<file path="src/rtl/median_pkg.sv">
// Shared types and helpers for the streaming median filter.
// MAX_W bounds the sample width that cswap can handle.
package median_pkg;

    typedef enum logic [1:0] {
        IDLE = 2'd0,
        SORT = 2'd1,
        OUT  = 2'd2
    } state_t;

    localparam int DEFAULT_DATA_W = 6;
    localparam int DEFAULT_N      = 5;
    localparam int MAX_W          = 32;

    // Returns {min, max}; equal operands keep their original order.
    function automatic logic [2*MAX_W-1:0] cswap(input logic [MAX_W-1:0] lo_in,
                                                 input logic [MAX_W-1:0] hi_in);
        if (lo_in > hi_in) begin
            return {hi_in, lo_in};
        end else begin
            return {lo_in, hi_in};
        end
    endfunction

endpackage

</file>
<file path="src/rtl/oet_pass.sv">
// One combinational odd-even transposition pass over N packed entries.
// parity=0 pairs (0,1),(2,3)...; parity=1 pairs (1,2),(3,4)...
module oet_pass import median_pkg::*; #(
    parameter int DATA_W = DEFAULT_DATA_W,
    parameter int N      = DEFAULT_N
) (
    input  logic                parity,
    input  logic [N*DATA_W-1:0] din,
    output logic [N*DATA_W-1:0] dout
);

    logic [2*MAX_W-1:0] pair;

    // N is odd, so N/2 pairs always fit for either parity.
    always_comb begin
        dout = din;
        pair = '0;
        for (int p = 0; p < N / 2; p++) begin
            pair = cswap(MAX_W'(din[(2*p + int'(parity))*DATA_W +: DATA_W]),
                         MAX_W'(din[(2*p + int'(parity) + 1)*DATA_W +: DATA_W]));
            dout[(2*p + int'(parity))*DATA_W +: DATA_W]     = DATA_W'(pair[2*MAX_W-1:MAX_W]);
            dout[(2*p + int'(parity) + 1)*DATA_W +: DATA_W] = DATA_W'(pair[MAX_W-1:0]);
        end
    end

endmodule

</file>
<file path="src/rtl/median_stream.sv">
// Streaming N-tap median filter: sliding window, multi-cycle odd-even
// transposition sort (one pass per clock), registered median output.
module median_stream import median_pkg::*; #(
    parameter int DATA_W = DEFAULT_DATA_W,
    parameter int N      = DEFAULT_N
) (
    input  logic              clk,
    input  logic              rst,
    input  logic              clear,
    input  logic              in_valid,
    output logic              in_ready,
    input  logic [DATA_W-1:0] in_data,
    output logic              out_valid,
    input  logic              out_ready,
    output logic [DATA_W-1:0] out_num
);

    localparam int FILL_W = $clog2(N + 1);
    localparam int PASS_W = $clog2(N);
    localparam int WIN_W  = N * DATA_W;
    localparam int MID    = N / 2;

    if ((N < 3) || ((N % 2) == 0)) begin : g_bad_n
        $error("median_stream: N must be odd and >= 3");
    end

    state_t             state;
    state_t             state_next;
    logic [WIN_W-1:0]   window;
    logic [WIN_W-1:0]   window_shifted;
    logic [WIN_W-1:0]   work;
    logic [WIN_W-1:0]   work_next;
    logic [FILL_W-1:0]  fill;
    logic [FILL_W-1:0]  fill_sat;
    logic [PASS_W-1:0]  pass_cnt;
    logic               accept;
    logic               window_full;
    logic               last_pass;

    assign in_ready       = (state == IDLE) && !clear && !rst;
    assign accept         = in_valid && in_ready;
    assign window_shifted = {window[WIN_W-DATA_W-1:0], in_data};
    assign fill_sat       = (fill == FILL_W'(N)) ? fill : fill + FILL_W'(1);
    assign window_full    = (fill_sat == FILL_W'(N));
    assign last_pass      = (pass_cnt == PASS_W'(N - 1));

    oet_pass #(
        .DATA_W (DATA_W),
        .N      (N)
    ) u_pass (
        .parity (pass_cnt[0]),
        .din    (work),
        .dout   (work_next)
    );

    // Next-state logic; clear overrides both handshakes.
    always_comb begin
        state_next = state;
        if (clear) begin
            state_next = IDLE;
        end else begin
            case (state)
                IDLE: begin
                    if (accept && window_full) state_next = SORT;
                    else                       state_next = IDLE;
                end
                SORT: begin
                    if (last_pass) state_next = OUT;
                    else           state_next = SORT;
                end
                OUT: begin
                    if (out_ready) state_next = IDLE;
                    else           state_next = OUT;
                end
                default: state_next = IDLE;
            endcase
        end
    end

    // State register.
    always_ff @(posedge clk or posedge rst) begin
        if (rst) begin
            state <= IDLE;
        end else begin
            state <= state_next;
        end
    end

    // Sliding window and saturating fill count.
    always_ff @(posedge clk or posedge rst) begin
        if (rst) begin
            window <= '0;
            fill   <= '0;
        end else if (clear) begin
            window <= '0;
            fill   <= '0;
        end else if (accept) begin
            window <= window_shifted;
            fill   <= fill_sat;
        end else begin
            window <= window;
            fill   <= fill;
        end
    end

    // Sort working copy, pass counter and registered median.
    always_ff @(posedge clk or posedge rst) begin
        if (rst) begin
            work      <= '0;
            pass_cnt  <= '0;
            out_valid <= 1'b0;
            out_num   <= '0;
        end else if (clear) begin
            pass_cnt  <= '0;
            out_valid <= 1'b0;
        end else begin
            case (state)
                IDLE: begin
                    if (accept && window_full) begin
                        work     <= window_shifted;
                        pass_cnt <= '0;
                    end else begin
                        work     <= work;
                    end
                end
                SORT: begin
                    work <= work_next;
                    if (last_pass) begin
                        pass_cnt  <= '0;
                        out_valid <= 1'b1;
                        out_num   <= work_next[MID*DATA_W +: DATA_W];
                    end else begin
                        pass_cnt  <= pass_cnt + PASS_W'(1);
                    end
                end
                OUT: begin
                    if (out_ready) out_valid <= 1'b0;
                    else           out_valid <= 1'b1;
                end
                default: begin
                    out_valid <= 1'b0;
                end
            endcase
        end
    end

endmodule

</file>
<file path="config.mk">
export PLATFORM = sky130hd
export DESIGN_NAME = median_stream
export DESIGN_NICKNAME = d
export VERILOG_FILES = /design/src/rtl/median_pkg.sv /design/src/rtl/oet_pass.sv /design/src/rtl/median_stream.sv
export SDC_FILE = /design/constraint.sdc
export NUM_CORES = 1
export LEC_CHECK = 0
export ABC_AREA = 1
export CAP_MARGIN = 25
export CELL_PAD_IN_SITES_DETAIL_PLACEMENT = 1
export CELL_PAD_IN_SITES_GLOBAL_PLACEMENT = 2
export CORE_UTILIZATION = 29
export CTS_CLUSTER_DIAMETER = 200
export DETAILED_ROUTE_END_ITERATION = 12
export PLACE_DENSITY_LB_ADDON = 0.15
export RECOVER_POWER = 100
export SYNTH_ARGS = -nofsm -noshare
export SYNTH_HDL_FRONTEND = slang
export SYNTH_SLANG_ARGS = --single-unit
</file>
<file path="constraint.sdc">
create_clock -name clk -period 3.4 [get_ports clk]
set_input_delay 0.34 -clock clk [delete_from_list [all_inputs] [get_ports clk]]
set_output_delay 0.34 -clock clk [all_outputs]
set_load 0.005 [all_outputs]
</file>
======== After elaboration in Yosys (flattened, before gate mapping) ========
Index checks and enable logic that the tools add are counted.
word-level totals
  bits in registers ....................... 69
  input port bits ......................... 11
  output and inout port bits .............. 8
  logic and storage cells ................. 84
cells by class
  add/sub/neg operators ................... 9
  multipliers ............................. 4
  magnitude comparators ................... 2
  eq/ne operators ......................... 9
  shift operators ......................... 12
  muxes and demuxes ....................... 26
  bitwise logic cells ..................... 1
  reductions and logical operators ........ 14
operators with widths
  operator                   number
  $neg A32 Y33               4
  $shift A6 B33 Y30 const A  4
  $shiftx A6 B33 Y30         4
  $bwmux W30                 4
  $mul A32 B3 Y31 const B    3
  $shiftx A30 B32 Y6         3
  $mux W38                   2
  $pmux W30 S2               1
  $mux W24                   2
  $add A32 B2 Y32 const B    1
  $mux W30                   1
  $shiftx A30 B5 Y6          1
  $mux W3                    6
  $gt A6 B6 Y1               2
  $eq A3 B3 Y1 const B       3
  $add A3 B1 Y3 const B      2
  $mux W2                    3
  $pmux W2 S3                1
  $pmux W3 S2                1
  $reduce_and A3 Y1          2
  $logic_and A1 B1 Y1        4
  $mux W1                    4
  $reduce_and A2 Y1          2
  $reduce_bool A2 Y1         2
  14 further kinds           15

======== Logic depth before layout (Yosys ltp) ========
  depth after elaboration ................. 11
  depth in mapped cells ................... 18
  depth with buffers taken out ............ 16

======== Modules after synthesis ========
Synthesis repeated with hierarchy kept, for this count alone.
second synthesis, totals
  cell total of the unflattened synthesis .. 658
  area, all modules ....................... 4670.7 µm²
by module, submodules not included
  module         instances  cells each  area an instance (µm²)  sequential area each (µm²)
  median_stream  1          394         3323.2                  1726.7
  oet_pass       1          264         1347.5                  0.0

======== Least setup slack after synthesis ========
Ideal clock, no wire load.
  path type ............................... reg2reg
  start ................................... register pass_cnt[0]
  end ..................................... register work[12]
  data arrival time ....................... 2346 ps
  data required time ...................... 3284 ps
  path slack .............................. 938 ps
  stages on the path, launching flop included .. 16
  path buffers ............................ 3
  path through ............................ dfrtp_1 -> buf_2 -> clkbuf_1 -> o21ai_0 -> inv_1 -> ha_1 -> nand2_1 -> nor2_1 -> nand3_1 -> nand2_1 -> clkbuf_1 -> nand2_1 -> nand3_1 -> nand3_1 -> nand2_1 -> nand2_1
on the way
  word-level cells in the longest chain between the ends .. 11
  elaborated cells on any way between the ends .. 32
  classes of those cells .................. 7 x add/sub; 4 x mul; 2 x order compare; 12 x shift; 7 x mux
ends and longest elaborated chain
  item                                                                     RTL line              source
  start, declared                                                          median_stream.sv:35   logic [PASS_W-1:0] pass_cnt;
  start signal, assigned                                                   median_stream.sv:133  pass_cnt <= pass_cnt + PASS_W'(1);
  parallel branches: the longest is 9 deep, another holds $add A32 B2 Y32  -
  $bwmux W30 (*)                                                           oet_pass.sv:22        dout[(2*p + int'(parity) + 1)*DATA_W +: DATA_W] = DATA_W'(pair[MAX_W-1:0]);
  $pmux W30 S2 (*)                                                         median_stream.sv:117  case (state)
  end signal, assigned                                                     median_stream.sv:120  work <= window_shifted;
  end signal, assigned                                                     median_stream.sv:123  work <= work;
  end signal, assigned                                                     median_stream.sv:127  work <= work_next;
  end, declared                                                            median_stream.sv:31   logic [WIN_W-1:0] work;
Mark *: on every way between the ends.
A chain may end at the register's enable or synchronous reset.

======== Worst setup path in the final report ========
  start ................................... register state[0]
  end ..................................... register work[6]
on the way
  word-level cells in the longest chain between the ends .. 7
  elaborated cells on any way between the ends .. 10
  classes of those cells .................. 2 x eq/ne; 1 x mux; 7 x reduce/logical
ends and longest elaborated chain
  item                              RTL line                                   source
  start, declared                   median_stream.sv:27                        state_t state;
  start signal, assigned            median_stream.sv:85                        state <= state_next;
  $logic_not A2 Y1                  median_stream.sv:40, median_stream.sv:117
  $logic_and A1 B1 Y1 (2 in a row)  median_stream.sv:40                        assign in_ready = (state == IDLE) && !clear && !rst;
  $logic_and A1 B1 Y1               median_stream.sv:41                        assign accept = in_valid && in_ready;
  $logic_and A1 B1 Y1               median_stream.sv:119                       if (accept && window_full) begin
  $ne A2 B1 Y1 (no line)            -
  $reduce_and A3 Y1 (no line)       -
Parallel ways exist; a longest one is shown, timed or not.

==> results.toml <==
[setup_path]
cp_slowest_stage_delay_ns = 0.64
path_max_fanout = 37
critPathKind = "flop to flop"
crit_arrival_ns = 3.24
crit_top_cell = "nand2_1"
reg2reg_depth = 11
crit_path_top_delay_cell = "nand2_2"
cp_cell_sequence = "inv_1 > ha_1 > nand2_1 > nor2_4 > nand2_1 > o22ai_1 > nand2_2 > nor2_1 > nand3_1 > nand2_1 > inv_1"
start_kind = "flop"
timing.critical_path.to_type = "flop"
critPathRequiredTime_ns = 3.64

[floorplanning]
die_h_um = 125
top_level_ports = 19
start_util = 0.300
coreArea_um2 = 14600
die_x_um = 125
rows = 44
die_area_um2 = 15600

[cells_and_area]
finalNonFillerCells = 833
fin_area_um2 = 5050
antennaDiodeCount = 0
fin_util = 0.345
area_growth_pct = 14.9
fillers = 1828
layout-drive-gt1-share = 0.0493
nets = 675

[global_route]
grt-ovfl-total = 0
use_met3 = 0.0235
grt_max_degree = 47
busiest_layer = "met2"
antenna_found_initial = 0
grt.met2_usage = 0.345
grt_pass1_wl_um = 24200
globalRouteTotalUtil = 0.200
grt_pass1_vias = 4443
use_met1 = 0.259

[drt]
dr_total_vias = 4181
vias_per_cell = 5.02
routed_wl_um = 14500
wl_per_cell_um = 17.4
firstDrtPassIters = 6
drc = 0
antenna_left = 0
dr.first_iter.drc_count = 209

[synthesis]
synth_top_area_cell = "dfrtp_1"
synth_commonest_cells = "nand2_1 (144), nand3_1 (117), inv_1 (100), dfrtp_1 (69), nor2_1 (53)"
synth_edf_count = 0
syn_nets = 665
ys_types = 29
ys_ff_latch = 69
synth_warnings = 0
ys_top_cells_by_area = "dfrtp_1 (39%), nand3_1 (13%), nand2_1 (12%)"
synth_area_per_cell_um2 = 6.93
ys.flop_type = "dfrtp_1"
syn-cell-area_um2 = 4390
async_flop_share = 1.00
yosysSeqAreaShare = 0.393
synth_cells = 634
netlist.area_leader.share = 0.393
yosysMostFrequentCell = "nand2_1"

[job]
drv_cap = 0

[cts]
cts_tree = "built"
cts_resized = 0
clk_transition_reported_paths_ns = 0.06
cts_root_buf = "clkbuf_16"
clock-sinks = 69
cts_made_buffers = 9
postCtsHoldBufs = 0
cts_buffer_depth = 2
htreeDepth = 3
postCtsSetupBuffers = 0
clkLatencyLatePin_ns = 0.34

[placement]
port_buffers = 18
place_area_um2 = 4790
place_hpwl_um = 10100
dp.cells = 817
pre_cts_slack_ns = 0.484
routabilityCongestion = 0.826

[hold_path]
min_path_cells = 2
hold_path.class = "flop to flop"

[pwr]
total_power_mw = 1.99
power_density_nw_per_um2 = 395
peakVddDrop_mv = 0.208
power_leakage_nw = 2.47

[timing]
maxSlewHeadroom = 0.200
fin_tns_setup_ns = 0
finalSetupViolations = 0
drv_slew = 0
fin_ws_ns = 0.399
hold_violations = 0
fmax_ghz = 0.333
rsz0062_at_grt = "no"
fin_crit_sh = 0.883
timing.hold.ws_ns = 0.475
fin_crit_ns = 3.00
skew_ns = 0.00967
tightest_slew_ns = 1.20

[outcome]
status = "finished clean"
[power by group]
group          internal, mW  switching, mW  total, mW
logic                0.0500          0.120      0.170
clock network         0.590          0.391      0.981
registers             0.836        0.00711      0.843
total                  1.48          0.518       1.99
[layout by cell type, fill, tap and decap left out, types with 2 or more instances in the layout]
master,n
nand2_1,146
clkbuf_16,9
nor2_1,53
clkinv_1,2
buf_4,10
ha_1,20
a21boi_0,5
clkbuf_1,2
dfrtp_1,69
dlygate4sd3_1,9
nor3_1,2
a22oi_1,7
nand3_1,117
clkdlybuf4s50_1,9
clkinvlp_4,2
or2_2,2
o21ai_0,49
a21oi_1,13
nand3b_1,2
inv_1,100
o22ai_1,7
[sequential cells by signal (all words and copies together), names as in the netlist]
signal	count
work	30
window	24
out_num	6
fill	3
pass_cnt	3
state	2
out_valid	1
[critical path, delay by kind of cell (launching register included)]
family | cells | cell delay [ns]
flops | 1 | 0.40
compound gates | 1 | 0.43
buf+inv | 2 | 0.13
simple gates | 7 | 1.72
fa+ha+maj | 1 | 0.19
[final timing paths]
kind	startpoint	end	slack [ns]
worst max register to register	state[0]	work[6]	0.40
min in group asynchronous	rst	out_valid	0.84
worst min-delay path	out_num[1]	out_num[1]	0.47
worst min register to register	out_num[1]	out_num[1]	0.47
worst max-delay path	state[0]	work[6]	0.40
max in group asynchronous	rst	out_num[1]	0.77
[routing by layer]
layer  vias up  part of all wire
li1       2051                 -
met1      2084              0.49
met2        31              0.48
met3        15             0.016
met4         0             0.016
met5         -                 0
[cell families after synthesis]
family                     synth area share
DFF                                   0.393
buffers and inverters                 0.119
adders and majority gates            0.0570
AOI/OAI and AO/OA                     0.109
and+or+nand+nor                       0.321
[layout make-up]
class | count | area [µm²] | area share
multi-input combinational | 430 | 2120 | 0.420
tap | 184 | 230 | 0.0456
sequential | 69 | 1730 | 0.342
clock buffer | 11 | 243 | 0.0481
clock inverter | 5 | 58.8 | 0.0117
timing repair buffer | 31 | 284 | 0.0563
inverter | 103 | 387 | 0.0766
Note: power is estimated with default switching activity, not from simulation.
